File: src/rtl/display_ctrl.sv
// display_ctrl
//   Captures a 32-bit value on a display write, converts it to decimal with a
//   shift-add-3 (double-dabble) engine, one bit per cycle, and drives eight
//   active-low 7-segment digits with leading-zero blanking and an overflow flag.
//   A single pending entry absorbs back-to-back writes (latest wins).
//
//   Optional feature macro: DISPLAY_SIGNED_EN
//     defined   : display is two's complement; the magnitude is shown with a
//                 minus sign left of the most significant lit digit.
//     undefined : display is unsigned; no sign logic.
//
// Ports
//   clk          in   system clock, rising edge
//   rst_n        in   asynchronous active-low reset
//   displayflag  in   capture request, sampled every rising edge
//   display      in   [31:0] value to show when displayflag=1
//   busy         out  conversion in progress
//   done         out  one-cycle pulse after the digit outputs update
//   ovf          out  shown value does not fit in 8 digits
//   hex0..hex7   out  [6:0] segments, hex0 least significant, bit0=a..bit6=g,
//                     0 = lit
module display_ctrl (
   input  logic        clk,
   input  logic        rst_n,
   input  logic        displayflag,
   input  logic [31:0] display,
   output logic        busy,
   output logic        done,
   output logic        ovf,
   output logic [6:0]  hex0,
   output logic [6:0]  hex1,
   output logic [6:0]  hex2,
   output logic [6:0]  hex3,
   output logic [6:0]  hex4,
   output logic [6:0]  hex5,
   output logic [6:0]  hex6,
   output logic [6:0]  hex7
);

   localparam logic [6:0] SEG_BLANK = 7'b1111111;
`ifdef DISPLAY_SIGNED_EN
   localparam logic [6:0] SEG_MINUS = 7'b0111111;
`endif

   typedef enum logic [1:0] {
      S_IDLE   = 2'd0,
      S_CONV   = 2'd1,
      S_UPDATE = 2'd2
   } state_t;

   state_t       state_q, state_d;
   logic [4:0]   cnt_q, cnt_d;
   logic [31:0]  sr_q, sr_d;
   logic [39:0]  bcd_q, bcd_d;
   logic         pend_q, pend_d;
   logic [31:0]  pval_q, pval_d;
   logic [55:0]  hex_q, hex_d;
   logic         ovf_q, ovf_d;
   logic         done_q, done_d;
`ifdef DISPLAY_SIGNED_EN
   logic         neg_q, neg_d;
`endif

   function automatic logic [6:0] seg7(input logic [3:0] d);
      logic [6:0] s;
      case (d)
         4'd0:    s = 7'b1000000;
         4'd1:    s = 7'b1111001;
         4'd2:    s = 7'b0100100;
         4'd3:    s = 7'b0110000;
         4'd4:    s = 7'b0011001;
         4'd5:    s = 7'b0010010;
         4'd6:    s = 7'b0000010;
         4'd7:    s = 7'b1111000;
         4'd8:    s = 7'b0000000;
         4'd9:    s = 7'b0010000;
         default: s = SEG_BLANK;
      endcase
      return s;
   endfunction

   // Digit decode of the finished BCD accumulator
   logic [55:0]  dec_hex;
   logic         dec_ovf;
   int unsigned  msd;

   always_comb begin
      dec_hex = '1;
      msd     = 0;
`ifdef DISPLAY_SIGNED_EN
      // Negative values reserve hex7 for the sign, so one less digit fits
      if (neg_q) dec_ovf = |bcd_q[39:28];
      else       dec_ovf = |bcd_q[39:32];
`else
      dec_ovf = |bcd_q[39:32];
`endif
      for (int unsigned i = 0; i < 8; i++) begin
         if (bcd_q[4*i +: 4] != 4'd0) msd = i;
      end
      for (int unsigned i = 0; i < 8; i++) begin
         if (dec_ovf || i <= msd) dec_hex[7*i +: 7] = seg7(bcd_q[4*i +: 4]);
         else                     dec_hex[7*i +: 7] = SEG_BLANK;
`ifdef DISPLAY_SIGNED_EN
         if (neg_q && !dec_ovf && i == msd + 1) dec_hex[7*i +: 7] = SEG_MINUS;
`endif
      end
   end

   // One double-dabble step: add 3 to nibbles >= 5, then shift left
   logic [39:0] bcd_adj;

   always_comb begin
      bcd_adj = bcd_q;
      for (int unsigned i = 0; i < 10; i++) begin
         if (bcd_q[4*i +: 4] >= 4'd5) bcd_adj[4*i +: 4] = bcd_q[4*i +: 4] + 4'd3;
      end
   end

   logic        launch;
   logic [31:0] src;

   always_comb begin
      state_d = state_q;
      cnt_d   = cnt_q;
      sr_d    = sr_q;
      bcd_d   = bcd_q;
      pend_d  = pend_q;
      pval_d  = pval_q;
      hex_d   = hex_q;
      ovf_d   = ovf_q;
      done_d  = (state_q == S_UPDATE);
`ifdef DISPLAY_SIGNED_EN
      neg_d   = neg_q;
`endif
      launch  = 1'b0;
      src     = display;

      case (state_q)
         S_IDLE: begin
            if (displayflag) launch = 1'b1;
         end
         S_CONV: begin
            bcd_d = {bcd_adj[38:0], sr_q[31]};
            sr_d  = {sr_q[30:0], 1'b0};
            cnt_d = cnt_q + 5'd1;
            if (cnt_q == 5'd31) state_d = S_UPDATE;
            if (displayflag) begin
               pval_d = display;
               pend_d = 1'b1;
            end
         end
         S_UPDATE: begin
            hex_d = dec_hex;
            ovf_d = dec_ovf;
            // A fresh request on this edge supersedes the stored one
            if (displayflag) begin
               launch = 1'b1;
               pend_d = 1'b0;
            end else if (pend_q) begin
               launch = 1'b1;
               src    = pval_q;
               pend_d = 1'b0;
            end else begin
               state_d = S_IDLE;
            end
         end
         default: state_d = S_IDLE;
      endcase

      if (launch) begin
         state_d = S_CONV;
         cnt_d   = '0;
         bcd_d   = '0;
`ifdef DISPLAY_SIGNED_EN
         neg_d   = src[31];
         sr_d    = src[31] ? (~src + 32'd1) : src;
`else
         sr_d    = src;
`endif
      end
   end

   always_ff @(posedge clk or negedge rst_n) begin
      if (!rst_n) begin
         state_q <= S_IDLE;
         cnt_q   <= '0;
         sr_q    <= '0;
         bcd_q   <= '0;
         pend_q  <= 1'b0;
         pval_q  <= '0;
         hex_q   <= '1;
         ovf_q   <= 1'b0;
         done_q  <= 1'b0;
`ifdef DISPLAY_SIGNED_EN
         neg_q   <= 1'b0;
`endif
      end else begin
         state_q <= state_d;
         cnt_q   <= cnt_d;
         sr_q    <= sr_d;
         bcd_q   <= bcd_d;
         pend_q  <= pend_d;
         pval_q  <= pval_d;
         hex_q   <= hex_d;
         ovf_q   <= ovf_d;
         done_q  <= done_d;
`ifdef DISPLAY_SIGNED_EN
         neg_q   <= neg_d;
`endif
      end
   end

   assign busy = (state_q != S_IDLE);
   assign done = done_q;
   assign ovf  = ovf_q;
   assign hex0 = hex_q[6:0];
   assign hex1 = hex_q[13:7];
   assign hex2 = hex_q[20:14];
   assign hex3 = hex_q[27:21];
   assign hex4 = hex_q[34:28];
   assign hex5 = hex_q[41:35];
   assign hex6 = hex_q[48:42];
   assign hex7 = hex_q[55:49];

endmodule
File: config.mk
export PLATFORM = sky130hd
export DESIGN_NAME = display_ctrl
export DESIGN_NICKNAME = d
export VERILOG_FILES = /design/src/rtl/display_ctrl.sv
export SDC_FILE = /design/constraint.sdc
export NUM_CORES = 1
export LEC_CHECK = 0
export BUFFER_PORTS_ARGS = -buffer_cell sky130_fd_sc_hd__buf_2
export CAP_MARGIN = 20
export CORE_MARGIN = 5
export CORE_UTILIZATION = 60
export DETAILED_ROUTE_END_ITERATION = 7
export HOLD_SLACK_MARGIN = 0.05
export PLACE_DENSITY = 0.81
export SETUP_SLACK_MARGIN = 0.15
export SLEW_MARGIN = 10
export SYNTH_ARGS = -nofsm -noshare
export SYNTH_HDL_FRONTEND = slang
export SYNTH_SLANG_ARGS = --single-unit
File: constraint.sdc
create_clock -name clk -period 2.05 [get_ports clk]
set_input_delay 0.41 -clock clk [delete_from_list [all_inputs] [get_ports clk]]
set_output_delay 0.41 -clock clk [all_outputs]
set_load 0.02 [all_outputs]
==> reports/qor.txt <==
PortBufs: 93
Number of hold violations in the final report: 0
# IOs: 94
Chip Width: 133 um
Core Area: 15000 sq um
Final ANT Viol Nets: 0
Longest Clk Path Bufs: 2
Clk pin slew, worst setup/hold paths: 0.07 ns
Reg2reg setup slack: 0.22 ns
Gr usage total: 0.229
Final period utilization: 0.890
CTS HTree Levels: 4
Top-area cell type share of the netlist area: 0.313
Hold Path Origin: display[17]
Clock Latency Late Sink: 0.43 ns
Cells after Synth: 877
Seq/Total Area, Yosys: 0.474
Synth Register Bits: 170
Share of synthesized flip-flops with an asynchronous set or reset: 1.00
Total negative slack: 0 ns
Clock skew: 0.00799 ns
CTS root buf: clkbuf_16
# setup viols final: 0
FP Rows: 45
Cell Area, Synth: 9120 sq um
Number of cells on the worst hold path: 2
Grt ovf: 0
GP Congestion: 0.878
Worst hold endpoint: pval_q[17]
Die area: 17800 sq um
Netlist cell types: 55
Critical path data arrival time: 2.20 ns
Worst-margin pin slew: 0.504 ns
Synthesis warning total: 0
EDFF count, synth: 0
Post-DR wirelength/cell: 16.8 um
Reg2reg end: hex_q[12]
IR drop worst, VDD: 771 uV
RSZ-0062 raised after global routing: yes
Largest net degree at the start of global routing: 61
Top_reg_cell synth: dfrtp_1
Kind of critical path: register to register
Die Ht: 133 um
Yosys top cell by area: dfrtp_1
R2R cell count: 7
Post-Layout Cell Count: 1187
Initial antenna violation count: 0
Path type of the worst min-delay path: primary input to register
Starting Density: 0.607
Most common cell after layout, fill and taps aside: dfrtp_1
Global-route wire length before repair: 33.4 mm
Status: complete, no violations
DR iter-0 viols: 517
Max cap viols: 0
Slew Viols, Final: 0
Number of global-route vias before repair: 6911
Synth area leaders: dfrtp_1 (31%), dfstp_2 (16%), ha_1 (6.4%), mux2_2 (5.2%), mux2i_1 (4.6%)
Net count after synthesis: 959
Leak: 4.89 nW
Area Growth Syn to Fin: 17.1%
FMAX: 548 MHz
N_diodes: 0
Minimum clock period: 1.83 ns
Vias per cell: 5.94
TritonCTS clock tree: yes
Detailed Place HPWL: 13.9 mm
Max_slew headroom: 0.663
Synthesized area per cell: 10.4 sq um
# nets final: 1068
Final wirelength: 20.0 mm
CTS sink count: 170
Residual DRC count: 0
Reg-to-reg startpoint: bcd_q[20]
Dpl cells: 1147
DR pass1 iterations: 5
Most frequent cells in the layout: dfrtp_1 (112), buf_2 (92), nor2_1 (83)
CP Data Required Time: 2.43 ns
Worst Path Max Fanout: 7
Total CTS buffers: 17
Crit. End Element: register
Vias post-DR: 7045
Pwr/cell area: 1640 nW/um^2
CP Launch Type: register
Layout cell share with drive strength beyond 1: 0.321
registers in the layout (all words and copies together) (netlist names):
| name | cells |
|---|---|
| hex_q | 56 |
| ovf | 1 |
| pval_q | 32 |
| done | 1 |
| state_q | 2 |
| bcd_q | 40 |
| cnt_q | 5 |
| pend_q | 1 |
| sr_q | 32 |
kinds of logic after synthesis:
logic type               share of synthesized area
XOR/XNOR                                    0.0125
AO/OA/AOI/OAI                                0.188
AND/OR/NAND/NOR                              0.118
multiplexers                                0.0980
flip-flops                                   0.474
adder cells (fa/ha/maj)                     0.0645
buffers and inverters                       0.0445
power by group:
group	leakage (nW)	internal, mW	switching, mW
Combinational	2.65	3.77	4.46
Sequential	1.96	4.98	1.15
Clock	0.278	1.70	1.40
Total	4.89	10.4	7.02
metal layers:
layer	GRT usage	share of wire	wire length, um
met5	0	0	0
met3	0.0472	0.056	1110
met4	0.0846	0.024	486
met1	0.294	0.43	8520
met2	0.385	0.49	9870
worst max path at each step:
stage,slack [ns],to,start,depth (start not counted)
floorplan,0.24,hex_q[10],bcd_q[28],6
global placement,0.12,hex_q[7],bcd_q[29],7
detailed placement,0.04,hex_q[7],bcd_q[17],7
CTS,0.15,hex_q[7],bcd_q[21],7
global route,0.12,hex_q[12],bcd_q[21],7
finish,0.22,hex_q[12],bcd_q[20],7
synth_stat cells, drive strengths merged (4+ instances only):
cell type  count
inv           37
nand2         58
mux2          42
and2           4
nor2          83
a22o           7
o21ai         56
mux2i         42
a221o         31
nand3          9
nand2b        20
buf           34
xnor2         11
o22a          29
nor3b          8
nor2b          8
ha            47
dfrtp        114
nor3          11
o22ai         21
or2            6
dfstp         56
o21a           6
nand4          5
clkbuf        24
a31oi         13
o211ai        11
a21oi         57
stage by stage:
stage	util	hold WS [ns]	area, sq um	worst slack (ns)	power, mW
finish	0.710	0.221	10700	0.225	17.5
global route	0.710	0.207	10700	0.123	18.7
CTS	0.704	0.205	10600	0.154	17.3
detailed placement	0.664	0.353	9980	0.0422	14.1
global placement	0.664	0.356	9980	0.121	13.8
floorplan	-	0.114	9120	0.235	11.8
worst max-delay path, stage by stage (launching register included):
cell and delay, ns:
dfrtp_1 0.39, inv_1 0.12, ha_1 0.18, nor3b_4 0.34
nand4_2 0.20, a211oi_4 0.26, buf_6 0.16, o22a_1 0.13
final cells by class:
type	instances	area, sq um
Inverter	37	139
Tap cell	188	235
Clock inverter	15	144
Clock buffer	17	425
Multi-Input combinational cell	612	4450
Timing Repair Buffer	148	953
Sequential cell	170	4330
Fill cell	1076	4360
what timing repair did:
| action | in CTS | in global routing |
|---|---|---|
| hold buffers | 1 | 0 |
| pin swaps | 1 | 5 |
| setup buffers | 2 | 5 |
| gates resized for setup | 2 | 19 |
| endpoints found under the setup margin | 15 | 43 |
| hold endpoints to repair | 25 | 0 |
No activity file was read; power rests on OpenSTA's default activity.
